<file path="src/rtl/keypad_pkg.sv">
// Shared types and constants for the 4x4 matrix keypad scan controller.
//   scan_state_t  : scan FSM states
//   SETTLE_CYCLES : cycles after a column switch before rows are trusted
//   COL_RESET     : column drive after reset (column 0 low)
//   ROWS_IDLE     : synchronized row value with no key active
//   row_prio()    : index of the lowest active-low bit in a 4-bit pattern
package keypad_pkg;

  typedef enum logic [1:0] {
    SCAN     = 2'd0,
    DEBOUNCE = 2'd1,
    PRESSED  = 2'd2,
    RELEASE  = 2'd3
  } scan_state_t;

  localparam int unsigned SETTLE_CYCLES = 3;
  localparam logic [3:0]  COL_RESET     = 4'b1110;
  localparam logic [3:0]  ROWS_IDLE     = 4'hF;

  // Lowest index wins when several bits are low; all-high returns 3.
  function automatic logic [1:0] row_prio(input logic [3:0] pat);
    logic [1:0] idx;
    if (!pat[0]) begin
      idx = 2'd0;
    end else if (!pat[1]) begin
      idx = 2'd1;
    end else if (!pat[2]) begin
      idx = 2'd2;
    end else begin
      idx = 2'd3;
    end
    return idx;
  endfunction

endpackage

</file>
<file path="src/rtl/sync_2ff.sv">
// Two-flop synchronizer for asynchronous level inputs.
// Ports:
//   clk  : destination clock
//   rst  : synchronous active-high reset, loads RESET_VAL into both stages
//   d    : asynchronous input
//   q    : synchronized output, two cycles behind d
module sync_2ff #(
  parameter int unsigned           WIDTH     = 4,
  parameter logic [WIDTH-1:0]      RESET_VAL = '1
) (
  input  logic             clk,
  input  logic             rst,
  input  logic [WIDTH-1:0] d,
  output logic [WIDTH-1:0] q
);

  logic [WIDTH-1:0] meta_q;
  logic [WIDTH-1:0] sync_q;

  always_ff @(posedge clk) begin
    if (rst) begin
      meta_q <= RESET_VAL;
      sync_q <= RESET_VAL;
    end else begin
      meta_q <= d;
      sync_q <= meta_q;
    end
  end

  assign q = sync_q;

endmodule

</file>
<file path="src/rtl/keypad_scan_ctrl.sv">
// Scan controller for a 4x4 matrix keypad. Drives one column low at a time,
// synchronizes and debounces the rows, and reports the accepted key.
// Ports:
//   clk       : system clock
//   rst       : synchronous active-high reset
//   row_n     : keypad rows, asynchronous, active-low
//   col_n     : column drive, active-low, exactly one bit low
//   key_code  : {col[1:0], row[1:0]} of the last accepted key
//   key_valid : one-cycle strobe marking a new (or repeated) key
//   key_held  : high from acceptance until the release is debounced
// Optional feature macro: KEYPAD_AUTOREPEAT_EN (auto-repeat of key_valid
// every REPEAT_CYCLES while the key stays pressed).
module keypad_scan_ctrl
  import keypad_pkg::*;
#(
  parameter int unsigned SCAN_DIV        = 5000,
  parameter int unsigned DEBOUNCE_CYCLES = 100000,
  parameter int unsigned REPEAT_CYCLES   = 25000000
) (
  input  logic       clk,
  input  logic       rst,
  input  logic [3:0] row_n,
  output logic [3:0] col_n,
  output logic [3:0] key_code,
  output logic       key_valid,
  output logic       key_held
);

  if (SCAN_DIV < 8) begin : g_bad_scan_div
    $error("SCAN_DIV must be at least 8");
  end
  if (DEBOUNCE_CYCLES < 2) begin : g_bad_debounce
    $error("DEBOUNCE_CYCLES must be at least 2");
  end
  if (REPEAT_CYCLES < 2) begin : g_bad_repeat
    $error("REPEAT_CYCLES must be at least 2");
  end

  localparam int unsigned SCAN_W = $clog2(SCAN_DIV);
  localparam int unsigned DEB_W  = $clog2(DEBOUNCE_CYCLES);

  localparam logic [SCAN_W-1:0] SCAN_LAST = SCAN_W'(SCAN_DIV - 1);
  localparam logic [SCAN_W-1:0] SETTLE    = SCAN_W'(SETTLE_CYCLES);
  localparam logic [DEB_W-1:0]  DEB_LAST  = DEB_W'(DEBOUNCE_CYCLES - 1);

  logic [3:0] row_s;

  sync_2ff #(
    .WIDTH     (4),
    .RESET_VAL (ROWS_IDLE)
  ) u_row_sync (
    .clk (clk),
    .rst (rst),
    .d   (row_n),
    .q   (row_s)
  );

  scan_state_t       state_q, state_d;
  logic [SCAN_W-1:0] scan_cnt_q, scan_cnt_d;
  logic [DEB_W-1:0]  deb_cnt_q, deb_cnt_d;
  logic [3:0]        col_n_q, col_n_d;
  logic [1:0]        col_idx_q, col_idx_d;
  logic [3:0]        row_pat_q, row_pat_d;
  logic [3:0]        key_code_q, key_code_d;
  logic              key_valid_q, key_valid_d;
  logic              key_held_q, key_held_d;

`ifdef KEYPAD_AUTOREPEAT_EN
  localparam int unsigned       REP_W    = $clog2(REPEAT_CYCLES);
  localparam logic [REP_W-1:0]  REP_LAST = REP_W'(REPEAT_CYCLES - 1);
  logic [REP_W-1:0] rep_cnt_q, rep_cnt_d;
`endif

  always_comb begin
    state_d     = state_q;
    scan_cnt_d  = scan_cnt_q;
    deb_cnt_d   = deb_cnt_q;
    col_n_d     = col_n_q;
    col_idx_d   = col_idx_q;
    row_pat_d   = row_pat_q;
    key_code_d  = key_code_q;
    key_valid_d = 1'b0;
    key_held_d  = key_held_q;
`ifdef KEYPAD_AUTOREPEAT_EN
    rep_cnt_d   = rep_cnt_q;
`endif

    unique case (state_q)
      SCAN: begin
        // A detected press wins over the column rotation; the column freezes.
        if ((scan_cnt_q >= SETTLE) && (row_s != ROWS_IDLE)) begin
          state_d   = DEBOUNCE;
          col_idx_d = row_prio(col_n_q);
          row_pat_d = row_s;
          deb_cnt_d = '0;
        end else if (scan_cnt_q == SCAN_LAST) begin
          scan_cnt_d = '0;
          col_n_d    = {col_n_q[2:0], col_n_q[3]};
        end else begin
          scan_cnt_d = scan_cnt_q + 1'b1;
        end
      end

      DEBOUNCE: begin
        if (row_s == row_pat_q) begin
          if (deb_cnt_q == DEB_LAST) begin
            state_d     = PRESSED;
            deb_cnt_d   = '0;
            key_code_d  = {col_idx_q, row_prio(row_pat_q)};
            key_valid_d = 1'b1;
            key_held_d  = 1'b1;
`ifdef KEYPAD_AUTOREPEAT_EN
            rep_cnt_d   = '0;
`endif
          end else begin
            deb_cnt_d = deb_cnt_q + 1'b1;
          end
        end else begin
          // Bounce: retry the same column from the start of its slot.
          state_d    = SCAN;
          scan_cnt_d = '0;
        end
      end

      PRESSED: begin
`ifdef KEYPAD_AUTOREPEAT_EN
        if (rep_cnt_q == REP_LAST) begin
          rep_cnt_d   = '0;
          key_valid_d = 1'b1;
        end else begin
          rep_cnt_d = rep_cnt_q + 1'b1;
        end
`endif
        // Other rows going active here (a second key) are deliberately ignored.
        if (row_s == ROWS_IDLE) begin
          state_d   = RELEASE;
          deb_cnt_d = '0;
        end
      end

      RELEASE: begin
        if (row_s == ROWS_IDLE) begin
          if (deb_cnt_q == DEB_LAST) begin
            state_d    = SCAN;
            key_held_d = 1'b0;
            scan_cnt_d = '0;
            col_n_d    = {col_n_q[2:0], col_n_q[3]};
          end else begin
            deb_cnt_d = deb_cnt_q + 1'b1;
          end
        end else begin
          state_d = PRESSED;
`ifdef KEYPAD_AUTOREPEAT_EN
          rep_cnt_d = '0;
`endif
        end
      end

      default: state_d = SCAN;
    endcase
  end

  always_ff @(posedge clk) begin
    if (rst) begin
      state_q     <= SCAN;
      scan_cnt_q  <= '0;
      deb_cnt_q   <= '0;
      col_n_q     <= COL_RESET;
      col_idx_q   <= 2'd0;
      row_pat_q   <= ROWS_IDLE;
      key_code_q  <= 4'h0;
      key_valid_q <= 1'b0;
      key_held_q  <= 1'b0;
`ifdef KEYPAD_AUTOREPEAT_EN
      rep_cnt_q   <= '0;
`endif
    end else begin
      state_q     <= state_d;
      scan_cnt_q  <= scan_cnt_d;
      deb_cnt_q   <= deb_cnt_d;
      col_n_q     <= col_n_d;
      col_idx_q   <= col_idx_d;
      row_pat_q   <= row_pat_d;
      key_code_q  <= key_code_d;
      key_valid_q <= key_valid_d;
      key_held_q  <= key_held_d;
`ifdef KEYPAD_AUTOREPEAT_EN
      rep_cnt_q   <= rep_cnt_d;
`endif
    end
  end

  assign col_n     = col_n_q;
  assign key_code  = key_code_q;
  assign key_valid = key_valid_q;
  assign key_held  = key_held_q;

endmodule
</file>
<file path="config.mk">
export PLATFORM = sky130hd
export DESIGN_NAME = keypad_scan_ctrl
export DESIGN_NICKNAME = d
export VERILOG_FILES = /design/src/rtl/keypad_pkg.sv /design/src/rtl/sync_2ff.sv /design/src/rtl/keypad_scan_ctrl.sv
export SDC_FILE = /design/constraint.sdc
export NUM_CORES = 1
export LEC_CHECK = 0
export ABC_CLOCK_PERIOD_IN_PS = 2600
export CORE_UTILIZATION = 60
export CTS_BUF_LIST = sky130_fd_sc_hd__clkbuf_8
export DETAILED_ROUTE_END_ITERATION = 6
export DONT_BUFFER_PORTS = 1
export GPL_ROUTABILITY_DRIVEN = 0
export PLACE_DENSITY = 0.85
export SYNTH_ARGS = -nofsm -noshare
export SYNTH_HDL_FRONTEND = slang
export SYNTH_HIERARCHICAL = 1
export SYNTH_SLANG_ARGS = --single-unit
</file>
<file path="constraint.sdc">
create_clock -name clk -period 2.6 [get_ports clk]
set_clock_uncertainty 0.15 [all_clocks]
set_input_delay 0.26 -clock clk [delete_from_list [all_inputs] [get_ports clk]]
set_output_delay 0.26 -clock clk [all_outputs]
set_load 0.05 [all_outputs]
</file>
==> impl_metrics.env <==
export IMPL_status="finished, final reports clean"
export IMPL_grt_antenna_before_repair=0
export IMPL_leakage_nw=1.05
export IMPL_setup_ws_ns=0.183
export IMPL_worstSetupStartpointType="flop"
export IMPL_synth_main_ff_cell="dfxtp_1"
export IMPL_slew_violations=0
export IMPL_cts_buffers=5
export IMPL_ys_top_cells_by_area="dfxtp_1, nand2_1, o21ai_0, a21oi_1, nand3_1"
export IMPL_diodes=0
export IMPL_p_per_area_mw_per_mm2=641
export IMPL_grt_max_degree=45
export IMPL_synth_top_family_by_area="simple AND/OR/NAND/NOR gates"
export IMPL_instances_no_fill=394
export IMPL_grtUsageTotal=0.253
export IMPL_comb_power_share=0.223
export IMPL_fin_crit_ns=2.42
export IMPL_grt_pass1_vias=2200
export IMPL_critPathArrivalTime_ns=2.52
export IMPL_gr_total_overflow=0
export IMPL_final_antenna_net_count=0
export IMPL_async_flop_share=0
export IMPL_grt_pass1_wl_mm=10.0
export IMPL_root_buffer="clkbuf_8"
export IMPL_synth_edf_count=0
export IMPL_whs_path_depth=3
export IMPL_ys_top_cells_by_count="dfxtp_1, nand2_1, o21ai_0"
export IMPL_setup_tns_ns=0
export IMPL_crit_fanout=7
export IMPL_fp_dieH_um=69.4
export IMPL_worst_pin_slew_ns=0.621
export IMPL_yosysTopAreaCell="dfxtp_1"
export IMPL_setup_viol=0
export IMPL_pwr_share_seq=0.490
export IMPL_cts_sinks=56
export IMPL_reg2regPathDepth=7
export IMPL_vdd_ir_drop_worst_uv=523
export IMPL_finalCritPeriodShare=0.930
export IMPL_wl_per_cell_um=15.6
export IMPL_yosys_area_share_adder=0.00918
export IMPL_hpwl_mm=3.99
export IMPL_dieWidth_um=69.4
export IMPL_synth_mux_area_frac=0.00734
export IMPL_hold_class="in2reg"
export IMPL_clkPwrFrac=0.287
export IMPL_place_ws_ns=0.137
export IMPL_fmax_ghz=0.414
export IMPL_syn_nets=336
export IMPL_fill_cells=305
export IMPL_viasPerCell=6.40
export IMPL_synth_cells=328
export IMPL_finalInstanceArea_mm2=0.00301
export IMPL_p_int_mw=1.36
export IMPL_r2r_start="deb_cnt_q[0]"
export IMPL_post_route_drc_count=0
export IMPL_path_clk_slew_ns=0.10
export IMPL_yosysSeqAreaShare=0.411
export IMPL_syn_to_final_growth_pct=10.6
export IMPL_vias=2523
export IMPL_drtIter0Drc=198
export IMPL_yosysWarnings=6
export IMPL_core_region_area_mm2=0.00435
export IMPL_htree_levels=2
export IMPL_yosysUniqueCellTypes=53
export IMPL_dpl_cell_area_mm2=0.00280
export IMPL_tritoncts="built"
export IMPL_first_pass_iters=5
export IMPL_rows=24
export IMPL_r2r_end="scan_cnt_q[10]"
export IMPL_dp_cells=377
export IMPL_drive_above_1_share=0.117
export IMPL_utilization=0.692
export IMPL_synthSimpleGateAreaFrac=0.346
export IMPL_rsz0062_at_grt="false"
export IMPL_start_util=0.626
export IMPL_final_nets=349
export IMPL_synth_top_cell_area_share=0.411
export IMPL_relSlewSlack=0.580
export IMPL_numPortBuffers=0
export IMPL_p_sw_uw=575
export IMPL_maxCapViolations=0
export IMPL_hold_viol_final=0
export IMPL_min_from="rst"
export IMPL_clk_latency_ns=0.31
export IMPL_holdPathEnd="scan_cnt_q[6]"
export IMPL_swShare=0.298
export IMPL_syn_area_per_cell_um2=8.31
export IMPL_io_pins=16
export IMPL_critPathCaptureType="flop"
export IMPL_cts_buffer_depth=2
export IMPL_yosysMostFrequentCell="dfxtp_1"
export IMPL_criticalPathCategory="reg2reg"
export IMPL_cp_data_required_time_ns=2.70
export IMPL_drt_wl_total_mm=6.14
export IMPL_regToRegSetupSlack_ns=0.18
export IMPL_dieArea_mm2=0.00482
export IMPL_syn_area_mm2=0.00273
export IMPL_synth_xor_area_share=0.0128
export IMPL_ys_ff_latch=56
export IMPL_synth_compound_area_frac=0.185
==> worst max path at each step <==
stage / startpoint / end / slack (ns) / depth (start not counted)
final: deb_cnt_q[0] / scan_cnt_q[10] / 0.18 / 7
after global routing: deb_cnt_q[0] / deb_cnt_q[14] / 0.01 / 8
after CTS: deb_cnt_q[0] / scan_cnt_q[10] / 0.11 / 7
after detailed placement: deb_cnt_q[0] / scan_cnt_q[10] / 0.14 / 7
after global placement: deb_cnt_q[0] / scan_cnt_q[12] / 0.19 / 8
after floorplan: deb_cnt_q[0] / col_n[0] / 0.42 / 7
==> what timing repair did <==
action | in CTS | in global routing
resized for setup | 0 | 3
hold buffers | 5 | 1
buffers inserted | 0 | 3
setup endpoints to repair | 0 | 10
endpoints found under the hold margin | 40 | 1
==> worst max-delay path, stage by stage, from the launching register on <==
cell,delay (ns)
dfxtp_1,0.39
ha_1,0.23
and4_1,0.24
nand4_1,0.29
o21ai_2,0.29
nand3_1,0.28
nor4_1,0.35
o21a_1,0.15
==> cells by family (layout without fill, tap and decap cells) <==
logic type               after synthesis  count (layout)
flip-flops                            56              56
multiplexers                           2               2
XOR/XNOR                               4               4
adder cells (fa/ha/maj)                2               2
AND/OR/NAND/NOR                      165             165
AO/OA/AOI/OAI                         83              83
buffers and inverters                 16              30
==> routing by layer <==
| metal | up-vias | routed length (µm) | GRT usage |
|---|---|---|---|
| li1 | 1221 | - | - |
| met1 | 1195 | 2690 | 0.329 |
| met2 | 97 | 2980 | 0.427 |
| met3 | 10 | 396 | 0.0538 |
| met4 | 0 | 68 | 0.0635 |
| met5 | - | 0 | 0 |
==> registers in the layout, indices dropped and copies added, names as in the netlist <==
signal and count:
scan_cnt_q 13, deb_cnt_q 17, col_idx_q 2, state_q 2, u_row_sync/meta_q 4, key_held 1
u_row_sync/q 4, key_code 4, row_pat_q 4, key_valid 1, col_n 4
==> placed cells by master (no fill, tap or decap), types with 4 or more instances in the layout <==
master | synthesis | routed
or2_1 | 8 | 8
nor2b_1 | 6 | 6
nand3_1 | 20 | 20
nor3_1 | 8 | 8
or2_2 | 6 | 6
and3_1 | 11 | 11
nor3b_1 | 4 | 4
buf_4 | 2 | 12
nor2_1 | 25 | 25
nor4_1 | 4 | 4
dlygate4sd3_1 | 0 | 5
or3_1 | 4 | 4
o21ai_0 | 27 | 27
nand4_1 | 5 | 5
a31oi_1 | 8 | 7
nand2b_1 | 4 | 4
nor4bb_1 | 4 | 4
nand3b_1 | 4 | 4
nand2_1 | 39 | 39
o31ai_1 | 6 | 6
inv_1 | 4 | 5
xnor2_1 | 4 | 4
clkbuf_8 | 0 | 5
dfxtp_1 | 56 | 56
a21oi_1 | 24 | 24
==> through the flow <==
| step | total power [mW] | hold slack, ns |
|---|---|---|
| after floorplan | 1.26 | 0.207 |
| after global placement | 1.34 | 0.184 |
| after detailed placement | 1.36 | 0.186 |
| after CTS | 1.92 | 0.00154 |
| after global routing | 2.02 | 0.00608 |
| final | 1.93 | 0.00139 |
==> power by group through the flow <==
stage / sequential, mW / clock, mW / combinational [mW]
final: 0.947 / 0.554 / 0.430
after global routing: 0.952 / 0.587 / 0.476
after CTS: 0.946 / 0.557 / 0.412
after detailed placement: 0.967 / 0 / 0.389
after global placement: 0.963 / 0 / 0.375
after floorplan: 0.956 / 0 / 0.306
==> area by class of cell <==
cell class / count / area (µm²) / share of cell area
Multi-Input combinational cell: 256 / 1550 / 0.513
Timing Repair Buffer: 18 / 160 / 0.0531
Inverter: 4 / 15.0 / 0.00498
Clock inverter: 3 / 38.8 / 0.0129
Clock buffer: 5 / 68.8 / 0.0228
Tap cell: 52 / 65.1 / 0.0216
Sequential cell: 56 / 1120 / 0.372
Power figures use the tool's default switching activity.
